**config.mk**
```make
export PLATFORM = sky130hd
export DESIGN_NAME = sync_fifo_ctrl
export DESIGN_NICKNAME = d
export VERILOG_FILES = /design/src/rtl/sync_fifo_ctrl.sv
export SDC_FILE = /design/constraint.sdc
export NUM_CORES = 1
export LEC_CHECK = 0
export BUFFER_PORTS_ARGS = -buffer_cell sky130_fd_sc_hd__buf_2
export CAP_MARGIN = 20
export CORE_AREA = 4 4 75 77
export CTS_CLUSTER_DIAMETER = 30
export DETAILED_ROUTE_END_ITERATION = 16
export DIE_AREA = 0 0 79 81
export SYNTH_ARGS = -nofsm -noshare
export SYNTH_HDL_FRONTEND = slang
export SYNTH_SLANG_ARGS = --single-unit
```
**constraint.sdc**
```tcl
create_clock -name clk -period 2.7 [get_ports clk]
set_clock_uncertainty 0.1 [all_clocks]
set_input_delay 0 -clock clk [delete_from_list [all_inputs] [get_ports clk]]
set_output_delay 0 -clock clk [all_outputs]
set_load 0.02 [all_outputs]
```
**src/rtl/sync_fifo_ctrl.sv**
```systemverilog
// rtl/sync_fifo_ctrl.sv - pointer, occupancy and flag controller driving a dual-port RAM FIFO
module sync_fifo_ctrl #(
    parameter int DATA_WIDTH    = 32,
    parameter int ADDR_WIDTH    = 6,
    parameter int AFULL_THRESH  = 60,
    parameter int AEMPTY_THRESH = 4
) (
    input  logic                  clk,
    input  logic                  rst,
    input  logic                  wr_en,
    input  logic [DATA_WIDTH-1:0] wr_data,
    input  logic                  rd_en,
    output logic                  full,
    output logic                  empty,
    output logic                  almost_full,
    output logic                  almost_empty,
    output logic [ADDR_WIDTH:0]   count,
    output logic                  overflow,
    output logic                  underflow,
    output logic                  rd_valid,
    output logic                  ram_we,
    output logic [ADDR_WIDTH-1:0] ram_waddr,
    output logic [DATA_WIDTH-1:0] ram_wdata,
    output logic                  ram_re,
    output logic [ADDR_WIDTH-1:0] ram_raddr
);

    localparam int CW = ADDR_WIDTH + 1;
    localparam int DEPTH = 2 ** ADDR_WIDTH;
    localparam logic [CW-1:0] DEPTH_C  = CW'(DEPTH);
    localparam logic [CW-1:0] AFULL_C  = CW'(AFULL_THRESH);
    localparam logic [CW-1:0] AEMPTY_C = CW'(AEMPTY_THRESH);

    // Pointers carry one extra wrap bit above the RAM address.
    logic [CW-1:0] wptr_q, wptr_d;
    logic [CW-1:0] rptr_q, rptr_d;
    logic [CW-1:0] count_q, count_d;
    logic          full_q, full_d;
    logic          empty_q, empty_d;
    logic          almost_full_q, almost_full_d;
    logic          almost_empty_q, almost_empty_d;
    logic          overflow_q, overflow_d;
    logic          underflow_q, underflow_d;
    logic          rd_valid_q, rd_valid_d;

    logic          wr_acc;
    logic          rd_acc;

    // Accept decisions use this cycle's registered flags; reset blocks both RAM ports.
    always_comb begin
        wr_acc = wr_en & ~full_q & ~rst;
        rd_acc = rd_en & ~empty_q & ~rst;
    end

    // Next-state: pointer/count advance, flags from the next count, one-cycle pulses.
    always_comb begin
        wptr_d         = wptr_q + {{(CW-1){1'b0}}, wr_acc};
        rptr_d         = rptr_q + {{(CW-1){1'b0}}, rd_acc};
        count_d        = count_q + {{(CW-1){1'b0}}, wr_acc} - {{(CW-1){1'b0}}, rd_acc};
        full_d         = (count_d == DEPTH_C);
        empty_d        = (count_d == '0);
        almost_full_d  = (count_d >= AFULL_C);
        almost_empty_d = (count_d <= AEMPTY_C);
        overflow_d     = wr_en & full_q;
        underflow_d    = rd_en & empty_q;
        rd_valid_d     = rd_acc;
    end

    // State register with synchronous active-high reset.
    always_ff @(posedge clk) begin
        if (rst) begin
            wptr_q         <= '0;
            rptr_q         <= '0;
            count_q        <= '0;
            full_q         <= 1'b0;
            empty_q        <= 1'b1;
            almost_full_q  <= 1'b0;
            almost_empty_q <= 1'b1;
            overflow_q     <= 1'b0;
            underflow_q    <= 1'b0;
            rd_valid_q     <= 1'b0;
        end else begin
            wptr_q         <= wptr_d;
            rptr_q         <= rptr_d;
            count_q        <= count_d;
            full_q         <= full_d;
            empty_q        <= empty_d;
            almost_full_q  <= almost_full_d;
            almost_empty_q <= almost_empty_d;
            overflow_q     <= overflow_d;
            underflow_q    <= underflow_d;
            rd_valid_q     <= rd_valid_d;
        end
    end

    // RAM port drive and status outputs; the read and write addresses never collide
    // because a write at full is blocked and a read at empty is blocked.
    always_comb begin
        ram_we       = wr_acc;
        ram_waddr    = wptr_q[ADDR_WIDTH-1:0];
        ram_wdata    = wr_data;
        ram_re       = rd_acc;
        ram_raddr    = rptr_q[ADDR_WIDTH-1:0];
        full         = full_q;
        empty        = empty_q;
        almost_full  = almost_full_q;
        almost_empty = almost_empty_q;
        count        = count_q;
        overflow     = overflow_q;
        underflow    = underflow_q;
        rd_valid     = rd_valid_q;
    end

endmodule

```
==> flow_summary.ini <==
[run_status]
status = finished, final reports clean

[global_routing]
grt_pass1_wl_mm = 4.72
antenna_found_initial = 0
grt_max_degree = 15
grtUsageTotal_pct = 9.15
grt_pass1_vias = 1086
grt-ovfl-total = 0

[place]
preCtsSetupSlack_ns = 0.181
portBuffers = 31
dp_cells = 230
gp_congestion = 0.742
placed_cell_area_mm2 = 0.00147
hpwl_mm = 2.18

[clock_tree]
cts_tree = built
cts_made_buffers = 3
cts_root_buf = clkbuf_8
htreeDepth = 1
clock-sinks = 26
clk_pin_slew_ns = 0.09
worst_skew_pair.late_latency_ns = 0.27
clockBufferDepth = 2

[power]
p_clk_share_pct = 13.6
ir_worst_vdd_v = 0.000317
p_seq_share_pct = 27.6
power_mw = 1.82
power_leakage_nw = 0.887
swShare_pct = 43.1
netSwitchingPower_uw = 786
powerDensity_mw_per_mm2 = 940
comb_power_share_pct = 58.9
p_int_mw = 1.04

[layout]
drive_gt1_share_pct = 26.0
n_fill_cell = 527
area_growth_pct = 32.6
multi_input_area_um2 = 707
fin_area_mm2 = 0.00194
num_antenna_cells = 0
seq_area_um2 = 520
fin_util_pct = 38.7
num-nets-final = 247
fin_cells = 270

[yosys]
synth_area_leaders = dfxtp_1 (36%), buf_4 (16%), ha_1 (7.7%)
synth_edf_count = 0
yosysTopAreaCell = dfxtp_1
syn_area_per_cell_um2 = 9.08
synth_top_area_share_pct = 35.6
async_flop_share_pct = 0
yosys_warnings = 0
synth_seq_area_share_pct = 35.6
syn-num-nets = 207
syn-instance-count = 161
synth_area_mm2 = 0.00146
synth_cell_type_count = 32
synth_top_flop_cell = dfxtp_1
synth-seq-cells = 26

[routing]
wl_met3_um = 236
post_drt_via_cell_ratio = 4.24
drtPass1Iterations = 4
drc = 0
wl_met2_mm = 1.51
ant_nets = 0
routed_wl_mm = 3.14
num_vias = 1144
routedWlPerCell_um = 11.6
drt-met1-wl_mm = 1.40
drtIter0Drc = 32
top_layer = met3

[die]
coreArea_mm2 = 0.00501
io_pins = 96
rows = 26
design.die.area_mm2 = 0.00640
initial_core_util_pct = 29.2
die_y_um = 81
fp.dieW_um = 79

[sta]
layout_setup_ws_ns = 0.136
fmax_mhz = 390
fin_crit_ns = 2.56
setup_viol = 0
fin_tns_setup_ns = 0
finalHoldViolations = 0
period_share_pct = 94.9
holdWs_ns = 0.417
tightest_slew_ns = 0.372
maxSlewViolCount = 0
relSlewSlack_pct = 75.0

[critical_path]
critPathKind = in2reg
cp-start-kind = primary input
critPathMaxFanout = 4
crit_path_end_kind = register
required_ns = 2.77
crit_arrival_ns = 2.63

[min_path]
worstHoldPathType = reg2reg

[run]
max_cap_violations = 0
[per-layer routing]
layer / GRT usage [%] / up-vias
li1: - / 576
met1: 11.4 / 513
met2: 15.7 / 55
met3: 2.88 / 0
met4: 1.55 / 0
met5: 0 / -
[synthesized netlist by cell type, types with 2 or more instances]
cell type / instances
nor2_1: 19
o21a_1: 2
nand3_1: 5
xor2_1: 5
and3_1: 3
nor3b_1: 5
xnor2_1: 9
inv_1: 11
nor2b_1: 7
buf_4: 32
ha_1: 9
and2_1: 3
clkbuf_1: 2
dfxtp_1: 26
o21ai_0: 2
nand2_1: 2
a21oi_1: 2
nand2b_1: 3
[path summary, 6_finish.rpt]
check                         end  cells after the start                 start  slack (ns)
max reg2reg      empty$_SDFF_PP1_                     11      empty$_SDFF_PP1_        0.16
min reg2reg  wptr_q[5]$_SDFF_PP0_                      2  wptr_q[5]$_SDFF_PP0_        0.42
max              empty$_SDFF_PP1_                     13                 rd_en        0.14
min          wptr_q[5]$_SDFF_PP0_                      2  wptr_q[5]$_SDFF_PP0_        0.42
[kinds of logic (layout without fill, tap and decap cells)]
family,Yosys count,count (layout),synth area share [%]
and+or+nand+nor,51,51,19.1
DFF,26,26,35.6
AOI/OAI and AO/OA,15,15,8.13
adders and majority gates,10,10,9.07
buffers and inverters,45,84,19.8
xor gates and xnor gates,14,14,8.38
[power by group through the flow]
| stage | clock [mW] | sequential, mW | combinational (mW) |
|---|---|---|---|
| floorplan | 0 | 0.587 | 0.666 |
| global placement | 0 | 0.510 | 0.869 |
| detailed placement | 0 | 0.511 | 0.874 |
| CTS | 0.258 | 0.502 | 0.954 |
| global route | 0.274 | 0.514 | 1.17 |
| finish | 0.247 | 0.502 | 1.07 |
[layout by cell type, fill, tap and decap left out]
cell	netlist	routed
dlygate4sd3_1	0	35
buf_2	0	31
dfxtp_1	26	26
nor2_1	19	19
inv_1	11	11
ha_1	9	8
xnor2_1	9	7
nor2b_1	7	6
nand3_1	5	5
xor2_1	5	5
nor3b_1	5	4
clkbuf_8	0	4
and2_1	3	3
and3_1	3	3
buf_4	32	3
nand2b_1	3	2
a211oi_2	1	2
o21ai_0	2	2
o21a_1	2	2
a21oi_2	0	2
xnor2_2	0	2
nand2_1	2	2
nor2b_2	0	1
nor3b_4	0	1
a221o_1	1	1
nand2b_4	0	1
and4_1	1	1
a31oi_1	1	1
or3_1	1	1
o32a_1	1	1
a21o_1	1	1
nand3_2	1	1
nor4_2	1	1
o41ai_2	1	1
o41ai_1	1	1
o21ai_1	1	1
fa_2	0	1
ha_2	0	1
[flip-flops by register name, indices dropped and copies added, names as in the netlist]
signal        count
count             7
rptr_q            6
wptr_q            6
almost_empty      1
almost_full       1
empty             1
full              1
overflow          1
rd_valid          1
underflow         1
[worst max-delay path, cell delays in order]
cell and delay [ns]:
dlygate4sd3_1 0.52, buf_2 0.14, nor2b_2 0.17, xnor2_1 0.13, nor2_1 0.10, ha_2 0.19
inv_1 0.05, fa_2 0.35, nand2b_4 0.16, a21oi_2 0.17, xnor2_2 0.15, nand3_2 0.14
o41ai_2 0.36
[repair_timing]
item	CTS	global route
hold buffers	35	0
resized for setup	0	11
endpoints found under the hold margin	44	0
buffers inserted	0	1
setup endpoints to repair	0	3
[layout make-up]
type,instances,area share (%)
repair buffers,69,27.2
flip-flops and latches,26,26.8
inverters,11,2.13
multi-input cells,90,36.5
clock buffers,4,2.84
well taps,70,4.52
(Power assumes the default switching activity.)
